File: src/rtl/rsc_sseg_monitor.sv
// rtl/rsc_sseg_monitor.sv - rotating-square seven-segment bus monitor
// Rebuilds square position, direction, stall and error status from sampled anode/segment lines.
module rsc_sseg_monitor #(
  parameter int CONFIRM      = 2,
  parameter int STALL_CYCLES = 1024
) (
  input  logic       clk,
  input  logic       reset,
  input  logic [3:0] an,
  input  logic [6:0] sseg,
  output logic [2:0] pos,
  output logic       pos_valid,
  output logic       dir_cw,
  output logic       dir_valid,
  output logic       stalled,
  output logic       err,
  output logic [7:0] err_cnt
);

  localparam logic [3:0]  CONF       = 4'(CONFIRM);
  localparam logic [15:0] STALL_MAX  = 16'(STALL_CYCLES);
  localparam logic [6:0]  SSEG_BLANK = 7'b1111111;
  localparam logic [6:0]  SSEG_UPPER = 7'b0011100;
  localparam logic [6:0]  SSEG_LOWER = 7'b0100011;

  logic [3:0]  s1_an_q, s2_an_q;
  logic [6:0]  s1_sseg_q, s2_sseg_q;
  logic [2:0]  cand_q, cand_d;
  logic [3:0]  cnt_q, cnt_d;
  logic [2:0]  pos_q, pos_d;
  logic        pos_valid_q, pos_valid_d;
  logic        dir_cw_q, dir_cw_d;
  logic        dir_valid_q, dir_valid_d;
  logic [15:0] stall_q, stall_d;
  logic        err_q, err_d;
  logic [7:0]  err_cnt_q, err_cnt_d;

  logic        an_ok, idle, blank, upper, lower, square, illegal;
  logic [1:0]  digit;
  logic [2:0]  samp_pos;
  logic        accept, step_cw, step_ccw, jump;

  // Sample classification works only on the second synchroniser stage.
  always_comb begin
    an_ok = 1'b1;
    digit = 2'd0;
    case (s2_an_q)
      4'b1110: digit = 2'd0;
      4'b1101: digit = 2'd1;
      4'b1011: digit = 2'd2;
      4'b0111: digit = 2'd3;
      default: an_ok = 1'b0;
    endcase
    idle     = (s2_an_q == 4'b1111);
    blank    = (s2_sseg_q == SSEG_BLANK);
    upper    = (s2_sseg_q == SSEG_UPPER);
    lower    = (s2_sseg_q == SSEG_LOWER);
    square   = !idle && an_ok && (upper || lower);
    illegal  = !idle && (!an_ok || (!blank && !upper && !lower));
    samp_pos = upper ? (3'd3 - {1'b0, digit}) : (3'd4 + {1'b0, digit});
  end

  always_comb begin
    cand_d      = cand_q;
    cnt_d       = cnt_q;
    pos_d       = pos_q;
    pos_valid_d = pos_valid_q;
    dir_cw_d    = dir_cw_q;
    dir_valid_d = dir_valid_q;
    stall_d     = stall_q;
    err_cnt_d   = err_cnt_q;

    if (square) begin
      if (samp_pos == cand_q) begin
        cnt_d = (cnt_q >= CONF) ? CONF : cnt_q + 4'd1;
      end else begin
        cand_d = samp_pos;
        cnt_d  = 4'd1;
      end
    end

    // Re-confirming the current position never counts as an accept.
    accept   = (cnt_d == CONF) && (!pos_valid_q || (cand_d != pos_q));
    step_cw  = (cand_d == pos_q + 3'd1);
    step_ccw = (cand_d == pos_q - 3'd1);
    jump     = accept && pos_valid_q && !step_cw && !step_ccw;

    if (accept) begin
      pos_d       = cand_d;
      pos_valid_d = 1'b1;
      if (pos_valid_q) begin
        if (step_cw) begin
          dir_cw_d    = 1'b1;
          dir_valid_d = 1'b1;
        end else if (step_ccw) begin
          dir_cw_d    = 1'b0;
          dir_valid_d = 1'b1;
        end else begin
          dir_valid_d = 1'b0;
        end
      end
    end

    if (accept) begin
      stall_d = 16'd0;
    end else if (pos_valid_q && (stall_q != STALL_MAX)) begin
      stall_d = stall_q + 16'd1;
    end

    err_d = illegal || jump;
    if (err_d && (err_cnt_q != 8'hFF)) begin
      err_cnt_d = err_cnt_q + 8'd1;
    end
  end

  always_ff @(posedge clk or posedge reset) begin
    if (reset) begin
      s1_an_q     <= 4'hF;
      s2_an_q     <= 4'hF;
      s1_sseg_q   <= 7'h7F;
      s2_sseg_q   <= 7'h7F;
      cand_q      <= 3'd0;
      cnt_q       <= 4'd0;
      pos_q       <= 3'd0;
      pos_valid_q <= 1'b0;
      dir_cw_q    <= 1'b0;
      dir_valid_q <= 1'b0;
      stall_q     <= 16'd0;
      err_q       <= 1'b0;
      err_cnt_q   <= 8'd0;
    end else begin
      s1_an_q     <= an;
      s2_an_q     <= s1_an_q;
      s1_sseg_q   <= sseg;
      s2_sseg_q   <= s1_sseg_q;
      cand_q      <= cand_d;
      cnt_q       <= cnt_d;
      pos_q       <= pos_d;
      pos_valid_q <= pos_valid_d;
      dir_cw_q    <= dir_cw_d;
      dir_valid_q <= dir_valid_d;
      stall_q     <= stall_d;
      err_q       <= err_d;
      err_cnt_q   <= err_cnt_d;
    end
  end

  assign pos       = pos_q;
  assign pos_valid = pos_valid_q;
  assign dir_cw    = dir_cw_q;
  assign dir_valid = dir_valid_q;
  assign stalled   = (stall_q == STALL_MAX);
  assign err       = err_q;
  assign err_cnt   = err_cnt_q;

endmodule

File: config.mk
export PLATFORM = sky130hd
export DESIGN_NAME = rsc_sseg_monitor
export DESIGN_NICKNAME = d
export VERILOG_FILES = /design/src/rtl/rsc_sseg_monitor.sv
export SDC_FILE = /design/constraint.sdc
export NUM_CORES = 1
export LEC_CHECK = 0
export ABC_AREA = 0
export CORE_ASPECT_RATIO = 1.25
export CORE_MARGIN = 2
export CORE_UTILIZATION = 61
export CTS_CLUSTER_DIAMETER = 120
export DETAILED_ROUTE_END_ITERATION = 6
export PLACE_DENSITY = 0.94
export SLEW_MARGIN = 10
export SYNTH_ARGS = -nofsm -noshare
export SYNTH_HDL_FRONTEND = slang
export SYNTH_SLANG_ARGS = --single-unit
File: constraint.sdc
create_clock -name clk -period 7.7 [get_ports clk]
set_clock_uncertainty 0.15 [all_clocks]
set_input_delay 1.54 -clock clk [delete_from_list [all_inputs] [get_ports clk]]
set_output_delay 1.54 -clock clk [all_outputs]
set_load 0.005 [all_outputs]
==> results by group, run 1 <==
Timing
  – Relative slew slack: 52.8%
  – Final Hold Viols: 0
  – RSZ-0062 raised after global routing: false
  – Final TNS setup: 0 ns
  – Max Clock Freq: 277 MHz
  – Final Setup Violations: 0
  – Period utilisation layout: 46.9%
  – Worst Tran Pin Value: 0.709 ns
  – Final Slew Violations: 0
  – Post-layout min period: 3.61 ns

Clocking
  – Hold Buf Count CTS: 0
  – Sink Count: 60
  – Clock transition at path regs: 0.08 ns
  – CTS tree: built
  – Clk buf depth: 2
  – Resized Gates After CTS: 0
  – CTS Buf Count: 9
  – Clk root buf: clkbuf_8
  – Post-CTS Setup Inserts: 0
  – Clk_lat worst skew: 0.34 ns
  – # H-tree levels: 3

Pwr
  – Switching power: 0.000215 W
  – Comb power frac: 16.8%
  – Clk pwr share: 34.6%
  – Sequential share of power: 48.6%
  – Net Sw Frac: 27.1%
  – Leak: 1.51 nW
  – Internal Pwr Total: 0.000579 W
  – Maximum VDD drop: 0.140 mV
  – PD cells: 218 nW/um2

Synthesis
  – #FFs+latches synth: 60
  – Asr flop ratio synth: 100%
  – Syn nets: 308
  – Synth Instances: 288
  – Syn Area/Cell: 10.8 um2
  – Synth unique cells: 66
  – Synthesized area: 3110 um2
  – Yosys synthesis warning count: 0
  – Share of the yosys chip area belonging to registers: 49.2%
  – Ys flop type: dfrtp_1
  – Post-synth EDFFs: 0

Floorplanning
  – Num rows: 29
  – Total die area: 5690 um2
  – Die X: 67.8 um
  – Initial core utilization: 62.1%
  – CORE AREA: 5010 um2
  – Top-Level Pins: 29
  – Vert. Die Dim: 83.8 um

Critical path
  – Worst path depth: 5
  – CP Class: reg2out
  – CP Capture Type: primary output
  – Worst path cell trace: inv_1, ha_1, nor3b_1, and4_1, clkdlybuf4s50_1
  – FF-to-FF Start: s2_sseg_q[3]
  – Cell count of the worst reg-to-reg path: 9
  – CP max stage delay: 0.51 ns
  – Slowest-stage cell, CP: clkdlybuf4s50_1
  – Buffers & Inverters on Critical Path: 2
  – Crit path max-delay family: buffers and inverters
  – Crit path DAT: 1.92 ns
  – WP data required: 6.01 ns
  – Crit path from: stall_q[0]
  – FF-to-FF setup slack: 4.52 ns
  – CP startpoint kind: flip-flop
  – Crit path max fanout: 5

Min path
  – Hold Path Class: reg2reg
  – Min-delay src: s1_sseg_q[0]
  – Hold Path Stages: 0

GRT
  – Initial antenna violation count: 0
  – Largest net degree at the start of global routing: 61
  – Vias in the first global route: 2373
  – Wire length of the first global-routing pass: 10500 um
  – Remaining global-route overflow: 0
  – Gr usage total: 24.9%

Detailed routing
  – DRC viols: 0
  – Initial DRC count: 140
  – Drt wl/cell: 15.7 um
  – Routed vias: 2335
  – Final WL: 6150 um
  – Iteration count of the initial detailed-routing pass: 4
  – Detail Route Antenna Nets: 0
  – Via-per-instance ratio: 5.96

Status
  – Status: finished, final reports clean

Layout
  – Share of cells above drive strength 1: 21.5%
  – Area grow syn2layout: 17.5%
  – Final nets: 345
  – Commonest non-fill, non-tap cell in the layout: dfrtp_1
  – Antenna cells: 0
  – Fillers: 348
  – Commonest cells after routing, fill and taps aside: dfrtp_1 (38), nor2_1 (29), clkdlybuf4s50_1 (28), nand2_1 (25), dfstp_2 (22)
  – Final Util: 72.9%

Placed design
  – Placer Congestion: 0.856
  – IO Port Bufs: 28
  – DP Wirelength: 4330 um

Run
  – Max_cap viols: 0
[layout make-up]
type / count / area [um2] / area share, %
clock inverter: 3 / 17.5 / 0.480
clock buffer: 13 / 180 / 4.93
tap: 62 / 77.6 / 2.12
sequential: 60 / 1530 / 41.9
timing repair buffer: 30 / 295 / 8.08
inverter: 15 / 56.3 / 1.54
multi-input combinational: 209 / 1500 / 41.0
[registers in the layout, indices dropped and copies added (netlist names), 3 cells and up]
signal / cells
stall_q: 16
err_cnt: 8
s1_sseg_q: 7
s2_sseg_q: 7
cnt_q: 4
s1_an_q: 4
s2_an_q: 4
cand_q: 3
pos: 3
[power groups by stage]
| stage | Sequential (W) | Combinational [W] | Clock (W) |
|---|---|---|---|
| after floorplan | 0.000385 | 0.0000741 | 0 |
| after global placement | 0.000388 | 0.000128 | 0 |
| after detailed placement | 0.000391 | 0.000133 | 0 |
| after CTS | 0.000386 | 0.000135 | 0.000277 |
| after global routing | 0.000390 | 0.000150 | 0.000292 |
| final | 0.000386 | 0.000134 | 0.000275 |
[worst register-to-register path, cell delays in order (launching register included)]
cell,delay [ns]
dfstp_2,0.37
or4_4,0.54
or2_4,0.28
a221oi_2,0.38
a221oi_2,0.09
nor2_1,0.22
mux2i_2,0.32
nand2_2,0.15
a41oi_2,0.25
mux2_4,0.32
[synth_stat cells (7+ instances only)]
cell | n | area (um2)
dfrtp_1 | 38 | 951
nor2_1 | 29 | 109
nand2_1 | 25 | 93.8
dfstp_2 | 22 | 578
xor2_1 | 16 | 140
inv_1 | 15 | 56.3
nand3_1 | 13 | 65.1
xnor2_1 | 10 | 87.6
o21ai_0 | 9 | 45.0
and2_1 | 7 | 43.8
ha_1 | 7 | 87.6
nand4_1 | 7 | 43.8
[per-layer routing]
metal / global-route usage (%) / wire length (um) / vias to the layer above
met5: 0 / 0 / -
met4: 16.0 / 176 / 0
met3: 4.32 / 255 / 20
met2: 40.6 / 3260 / 83
met1: 29.4 / 2450 / 1122
li1: - / - / 1110
[worst paths after layout]
path | endpoint
setup reg to reg | err_cnt[1]
hold / removal | s2_sseg_q[0]
setup / recovery | stalled
hold reg to reg | s2_sseg_q[0]
min in group asynchronous | stall_q[11]
max in group asynchronous | err
[metrics by stage]
stage / setup slack [ns] / hold slack, ns / power [W] / instance area, um2 / cells
floorplan: 4.56 / 0.195 / 0.000459 / 3110 / 288
global placement: 4.53 / 0.195 / 0.000515 / 3450 / 376
detailed placement: 4.44 / 0.197 / 0.000524 / 3450 / 376
CTS: 4.07 / 0.199 / 0.000798 / 3650 / 392
global route: 4.00 / 0.205 / 0.000832 / 3650 / 392
finish: 4.09 / 0.192 / 0.000794 / 3650 / 392
[kinds of logic (layout without fill, tap and decap cells)]
family / after synthesis / in the layout / share of synthesized area, %
AOI/OAI and AO/OA: 52 / 52 / 14.7
xor gates and xnor gates: 27 / 27 / 7.85
adders and majority gates: 7 / 7 / 2.82
buffers and inverters: 19 / 61 / 2.66
DFF: 60 / 60 / 49.2
muxes: 4 / 4 / 1.65
and+or+nand+nor: 119 / 119 / 21.1
Power figures use the tool's default switching activity.
==> run 2: changes to the inputs <==
--- a/config.mk
+++ b/config.mk
@@ -8,10 +8,10 @@
 export ABC_AREA = 0
 export CORE_ASPECT_RATIO = 1.25
 export CORE_MARGIN = 2
-export CORE_UTILIZATION = 61
+export CORE_UTILIZATION = 52
 export CTS_CLUSTER_DIAMETER = 120
 export DETAILED_ROUTE_END_ITERATION = 6
-export PLACE_DENSITY = 0.94
+export PLACE_DENSITY = 0.86
 export SLEW_MARGIN = 10
 export SYNTH_ARGS = -nofsm -noshare
 export SYNTH_HDL_FRONTEND = slang
==> constraint.sdc (replaced) <==
create_clock -name clk -period 3.3 [get_ports clk]
set_clock_uncertainty 0.15 [all_clocks]
set_input_delay 0.66 -clock clk [delete_from_list [all_inputs] [get_ports clk]]
set_output_delay 0.66 -clock clk [all_outputs]
set_load 0.005 [all_outputs]
==> run 2 against run 1 <==
Effect of this change:
- wire length shrank 5.6%
- worst hold slack gained 0.0045 ns
- sequential cell count is the same
- combinational power grew 130%
- die area grew 16%
- first-iteration DRC count shrank 31%
- via count shrank 2.2%
- critical path type is now reg2reg
- global-route usage shrank 5.0 points
- count of clock-buffer cells in the layout shrank 1
- non-clock buffer count grew 1
==> results by group, run 2 (synthesis gave the netlist of run 1 again) <==
Layout
  – Largest Register: stall_q (unchanged)
  – Fillers: 452 (was 348)
  – Final nets: 346 (was 345)
  – Commonest cells after routing, fill and taps aside: dfrtp_1 (38), nor2_1 (29), clkdlybuf4s50_1 (28), nand2_1 (25), dfstp_2 (22) (unchanged)
  – Commonest non-fill, non-tap cell in the layout: dfrtp_1 (unchanged)
  – Antenna cells: 0 (unchanged)
  – Share of cells above drive strength 1: 21.2% (was 21.5%)
  – Area grow syn2layout: 17.5% (unchanged)
  – Max FFs per register: 16 (unchanged)

Status
  – Status: finished, final reports clean (unchanged)

Floorplanning
  – Top-Level Pins: 29 (unchanged)
  – Vert. Die Dim: 90.4 um (was 83.8 um)
  – Num rows: 31 (was 29)
  – Total die area: 6620 um2 (was 5690 um2)
  – CORE AREA: 5780 um2 (was 5010 um2)
  – Initial core utilization: 53.8% (was 62.1%)
  – Die X: 73.2 um (was 67.8 um)

GRT
  – Gr usage total: 19.9% (was 24.9%)
  – Vias in the first global route: 2318 (was 2373)
  – Largest net degree at the start of global routing: 27 (was 61)
  – Remaining global-route overflow: 0 (unchanged)
  – Initial antenna violation count: 0 (unchanged)
  – Wire length of the first global-routing pass: 10300 um (was 10500 um)

Timing
  – Final Setup Violations: 0 (unchanged)
  – Relative slew slack: 58.3% (was 52.8%)
  – Max Clock Freq: 322 MHz
  – Period utilisation layout: 94.1%
  – RSZ-0062 raised after global routing: false (unchanged)
  – Final Hold Viols: 0 (unchanged)
  – Final Slew Violations: 0 (unchanged)
  – Worst Tran Pin Value: 0.620 ns (was 0.709 ns)
  – Final TNS setup: 0 ns (unchanged)
  – Post-layout min period: 3.10 ns

Critical path
  – WP data required: 3.38 ns (was 6.01 ns)
  – Crit path DAT: 3.18 ns (was 1.92 ns)
  – CP Class: reg2reg (was reg2out)
  – Crit path max fanout: 5 (unchanged)
  – CP Capture Type: flip-flop (was primary output)
  – FF-to-FF setup slack: 0.20 ns (was 4.52 ns)
  – CP startpoint kind: flip-flop (unchanged)

Detailed routing
  – Detail Route Antenna Nets: 0 (unchanged)
  – DRC viols: 0 (unchanged)
  – Initial DRC count: 97 (was 140)
  – Iteration count of the initial detailed-routing pass: 4 (unchanged)
  – Via-per-instance ratio: 5.77 (was 5.96)
  – Drt wl/cell: 14.6 um (was 15.7 um)
  – Routed vias: 2284 (was 2335)
  – Final WL: 5800 um (was 6150 um)

Min path
  – Hold Path Class: reg2reg (unchanged)

Pwr
  – PD cells: 505 nW/um2 (was 218 nW/um2)
  – Total Power: 0.00184 W (was 0.000794 W)
  – Maximum VDD drop: 0.272 mV (was 0.140 mV)
  – Leak: 1.51 nW (about the same)

Clocking
  – # H-tree levels: 3 (unchanged)
  – Hold Buf Count CTS: 0 (unchanged)
  – Clk root buf: clkbuf_8 (unchanged)
  – Clk_lat worst skew: 0.34 ns (about the same)
  – Post-CTS Setup Inserts: 0 (unchanged)
  – Sink Count: 60 (unchanged)
  – Clock transition at path regs: 0.07 ns (was 0.08 ns)
  – CTS Buf Count: 9 (unchanged)
  – Resized Gates After CTS: 0 (unchanged)
  – Clk buf depth: 2 (unchanged)
  – CTS tree: built (unchanged)

Placed design
  – DP Wirelength: 4200 um (was 4330 um)
  – Placer Congestion: 0.897 (was 0.856)
  – IO Port Bufs: 28 (unchanged)

Run
  – Max_cap viols: 0 (unchanged)
[run 2: path summary, 6_finish.rpt]
path                         startpoint           end  cells past startpoint
max                        s2_sseg_q[3]    err_cnt[1]                      9
min                        s1_sseg_q[1]  s2_sseg_q[1]                      0
max reg2reg                s2_sseg_q[3]    err_cnt[1]                      9
min reg2reg                s1_sseg_q[1]  s2_sseg_q[1]                      0
max in group asynchronous         reset  s2_sseg_q[5]                      3
min in group asynchronous         reset   stall_q[11]                      2
[run 2: power by group]
| part | switching [W] | total (W) | internal, W |
|---|---|---|---|
| clock network | 0.000271 | 0.000634 | 0.000363 |
| logic | 0.000130 | 0.000310 | 0.000180 |
| registers | 0.0000851 | 0.000900 | 0.000815 |
[run 2: layout make-up]
cell class	count	area, um2	share of cell area, %
clock buffers	12	145	3.97
repair buffers	31	303	8.29
flip-flops and latches	60	1530	41.9
multi-input cells	209	1500	41.0
clock inverters	3	40.0	1.10
inverters	15	56.3	1.54
well taps	66	82.6	2.26
[run 2: worst max-delay path: stages, from the launching register on]
cell      delay (ns)
dfstp_2         0.37
or4_4           0.55
or2_4           0.28
a221oi_2        0.37
a221oi_2        0.09
nor2_1          0.23
mux2i_2         0.29
nand2_2         0.13
a41oi_2         0.23
mux2_4          0.32
[run 2: per-layer routing]
layer | global-route usage (%) | vias to the layer above | wire (um)
met5 | 0 | - | 0
met4 | 10.5 | 0 | 146
met3 | 3.91 | 13 | 257
met2 | 32.7 | 66 | 2980
met1 | 24.0 | 1104 | 2420
li1 | - | 1101 | -
[run 2: metrics by stage]
step	setup WS [ns]	cells	hold WS (ns)	instance area [um2]	utilization [%]
6_report	0.195	396	0.197	3650	63.2
5_1_grt	0.0206	396	0.207	3650	63.2
4_1_cts	0.184	396	0.202	3650	63.2
3_5_place_dp	0.192	381	0.197	3470	60.0
3_3_place_gp	0.283	381	0.195	3470	60.0
2_1_floorplan	0.375	288	0.195	3110	-
==> run 3: changes to the inputs <==
--- a/config.mk
+++ b/config.mk
@@ -12,7 +12,7 @@
 export CTS_CLUSTER_DIAMETER = 120
 export DETAILED_ROUTE_END_ITERATION = 6
 export PLACE_DENSITY = 0.86
-export SLEW_MARGIN = 10
+export SLEW_MARGIN = 20
 export SYNTH_ARGS = -nofsm -noshare
 export SYNTH_HDL_FRONTEND = slang
 export SYNTH_SLANG_ARGS = --single-unit
==> constraint.sdc (replaced) <==
create_clock -name clk -period 2.7 [get_ports clk]
set_clock_uncertainty 0.15 [all_clocks]
set_input_delay 0.54 -clock clk [delete_from_list [all_inputs] [get_ports clk]]
set_output_delay 0.54 -clock clk [all_outputs]
set_load 0.005 [all_outputs]
==> run 3 against run 2 <==
Effect of this change:
- the run now ends with setup timing left
- sequential share of layout area fell by 5.9 points
- sequential power up 22%
- total power rose by 34%
- non-clock buffer count increased by 42
- combinational power rose by 52%
- worst hold slack barely moved
- sequential cell count unchanged
- maximum frequency grew 4.7%
- critical endpoint unchanged
- largest cell class is now multi-input combinational cells
==> results by group, run 3 (synthesis gave the netlist of run 1 again) <==
Status
  – Status: complete, but fails checks (was finished, final reports clean)
  – Failing checks: setup timing

Clocking
  – Sink Count: 60 (unchanged)
  – CTS Buf Count: 9 (unchanged)
  – CTS tree: built (unchanged)
  – Clock transition at path regs: 0.07 ns (about the same)
  – Hold Buf Count CTS: 0 (unchanged)
  – Clk buf depth: 2 (unchanged)
  – Clk root buf: clkbuf_8 (unchanged)
  – # H-tree levels: 3 (unchanged)
  – Clk_lat worst skew: 0.35 ns (was 0.34 ns)

Detailed routing
  – Via-per-instance ratio: 5.93 (was 5.77)
  – DRC viols: 0 (unchanged)
  – Drt wl/cell: 16.2 um (was 14.6 um)
  – Routed vias: 2603 (was 2284)
  – Initial DRC count: 132 (was 97)
  – Detail Route Antenna Nets: 0 (unchanged)
  – Final WL: 7090 um (was 5800 um)
  – Iteration count of the initial detailed-routing pass: 5 (was 4)

Layout
  – Register area: 1530 um2 (unchanged)
  – Commonest non-fill, non-tap cell in the layout: buf_4 (was dfrtp_1)
  – Max FFs per register: 16 (unchanged)
  – Commonest cells after routing, fill and taps aside: buf_4 (42), dfrtp_1 (38), clkdlybuf4s50_1 (28), nand2_1 (25), dfstp_2 (22) (was dfrtp_1 (38), nor2_1 (29), clkdlybuf4s50_1 (28), nand2_1 (25), dfstp_2 (22))
  – Largest Register: stall_q (unchanged)
  – Multi-input gate area: 1720 um2 (was 1500 um2)
  – Final std cells w/o fill: 439 (was 396)
  – Final nets: 388 (was 346)
  – Share of cells above drive strength 1: 38.6% (was 21.2%)
  – Area grow syn2layout: 36.8% (was 17.5%)
  – Fillers: 345 (was 452)
  – Antenna cells: 0 (unchanged)
  – Final cell area excluding filler cells: 4250 um2 (was 3650 um2)

Floorplanning
  – CORE AREA: 5780 um2 (unchanged)
  – Num rows: 31 (unchanged)
  – Total die area: 6620 um2 (unchanged)
  – Initial core utilization: 53.8% (unchanged)
  – Top-Level Pins: 29 (unchanged)
  – Vert. Die Dim: 90.4 um (unchanged)
  – Die X: 73.2 um (unchanged)

Critical path
  – Crit path max fanout: 4 (was 5)
  – Worst path cell trace: or4_4, or2_4, a221oi_4, a221oi_2, nor2_2, mux2i_2, nand2_2, a41oi_2, mux2_4 (was or4_4, or2_4, a221oi_2, a221oi_2, nor2_1, mux2i_2, nand2_2, a41oi_2, mux2_4)
  – CP Class: reg2reg (unchanged)
  – FF-to-FF setup slack: -0.27 ns (was 0.20 ns)
  – Crit path DAT: 3.06 ns (was 3.18 ns)
  – Buffers & Inverters on Critical Path: 0 (unchanged)
  – Slowest-stage cell, CP: or4_4 (unchanged)
  – Crit path max-delay family: simple AND/OR/NAND/NOR gates (unchanged)
  – Capturing point of the worst reg2reg path: err_cnt[1] (unchanged)
  – CP max stage delay: 0.54 ns (was 0.55 ns)
  – FF-to-FF Start: s2_sseg_q[3] (unchanged)
  – WP data required: 2.79 ns (was 3.38 ns)
  – CP Capture Type: flip-flop (unchanged)
  – CP startpoint kind: flip-flop (unchanged)
  – Cell count of the worst reg-to-reg path: 9 (unchanged)

Placed design
  – Placed cell count: 412 (was 381)
  – Pre-CTS setup slack: -0.256 ns (was 0.192 ns)
  – DP Wirelength: 4460 um (was 4200 um)
  – Placed cell areas: 3740 um2 (was 3470 um2)
  – Placer Congestion: 0.848 (was 0.897)
  – IO Port Bufs: 28 (unchanged)

Timing
  – Max Clock Freq: 337 MHz (was 322 MHz)
  – Worst Tran Pin Value: 0.478 ns (was 0.620 ns)
  – RSZ-0062 raised after global routing: true (was false)
  – Setup ws final: -0.267 ns (was 0.195 ns)
  – Final Setup Violations: 25 (was 0)
  – Final Hold Viols: 0 (unchanged)
  – Period utilisation layout: 110% (was 94.1%)
  – Final Slew Violations: 0 (unchanged)
  – Relative slew slack: 67.9% (was 58.3%)
  – Post-layout min period: 2.97 ns (was 3.10 ns)

GRT
  – Gr usage total: 22.4% (was 19.9%)
  – Largest net degree at the start of global routing: 28 (was 27)
  – Remaining global-route overflow: 0 (unchanged)
  – Wire length of the first global-routing pass: 11600 um (was 10300 um)
  – Initial antenna violation count: 0 (unchanged)
  – Vias in the first global route: 2618 (was 2318)

Min path
  – WHS Endpoint: s2_an_q[1] (was s2_sseg_q[1])
  – Hold Path Stages: 0 (unchanged)
  – Min-delay src: s1_an_q[1] (was s1_sseg_q[1])
  – Hold Path Class: reg2reg (unchanged)

Pwr
  – Leak: 1.75 nW (was 1.51 nW)
  – Maximum VDD drop: 0.395 mV (was 0.272 mV)
  – PD cells: 580 nW/um2 (was 505 nW/um2)
  – Total Power: 0.00246 W (was 0.00184 W)

Run
  – Max_cap viols: 0 (unchanged)
==> run 3: repair_timing <==
item                                    4_1_cts  5_1_grt
setup buffers                                 5        6
pin swaps                                     6       27
resized for setup                            14       44
gates cloned                                  1        0
endpoints found under the setup margin       25       30
==> run 3: worst max path at each step <==
stage,from,end,slack [ns],cells after the start
after global placement,s2_sseg_q[3],err_cnt[1],-0.19,9
after floorplan,s2_sseg_q[3],err_cnt[1],-0.15,9
after global routing,s2_sseg_q[5],err_cnt[1],-0.38,10
after detailed placement,s2_sseg_q[3],err_cnt[1],-0.26,9
after CTS,s2_sseg_q[3],err_cnt[1],-0.23,9
final,s2_sseg_q[3],err_cnt[1],-0.27,9
==> run 3: metrics by stage <==
stage                     TNS [ns]  utilization (%)  hold WS (ns)
final                        -2.12             73.6         0.197
after global routing         -4.73             73.6         0.207
after CTS                    -1.19             70.3         0.198
after detailed placement     -1.59             64.7         0.197
after global placement      -0.986             64.7         0.195
after floorplan             -0.901                -         0.195
==> run 3: where the power goes <==
group / internal (W) / switching, W / total [W]
Sequential: 0.000996 / 0.000101 / 0.00110
Combinational: 0.000273 / 0.000198 / 0.000472
Clock: 0.000544 / 0.000352 / 0.000896
Total: 0.00181 / 0.000651 / 0.00246
==> run 3: routing by layer <==
metal	global-route usage (%)	up-vias	wire, um
met4	8.95	0	131
li1	-	1192	-
met3	5.58	15	328
met5	0	-	0
met1	26.4	1304	2750
met2	38.3	92	3890
==> run 3: layout make-up <==
class	instances	share of cell area [%]
Multi-Input combinational cell	209	40.4
Sequential cell	60	36.0
Timing Repair Buffer	73	15.2
Clock buffer	12	3.41
Tap cell	66	1.94
Clock inverter	4	1.71
Inverter	15	1.38
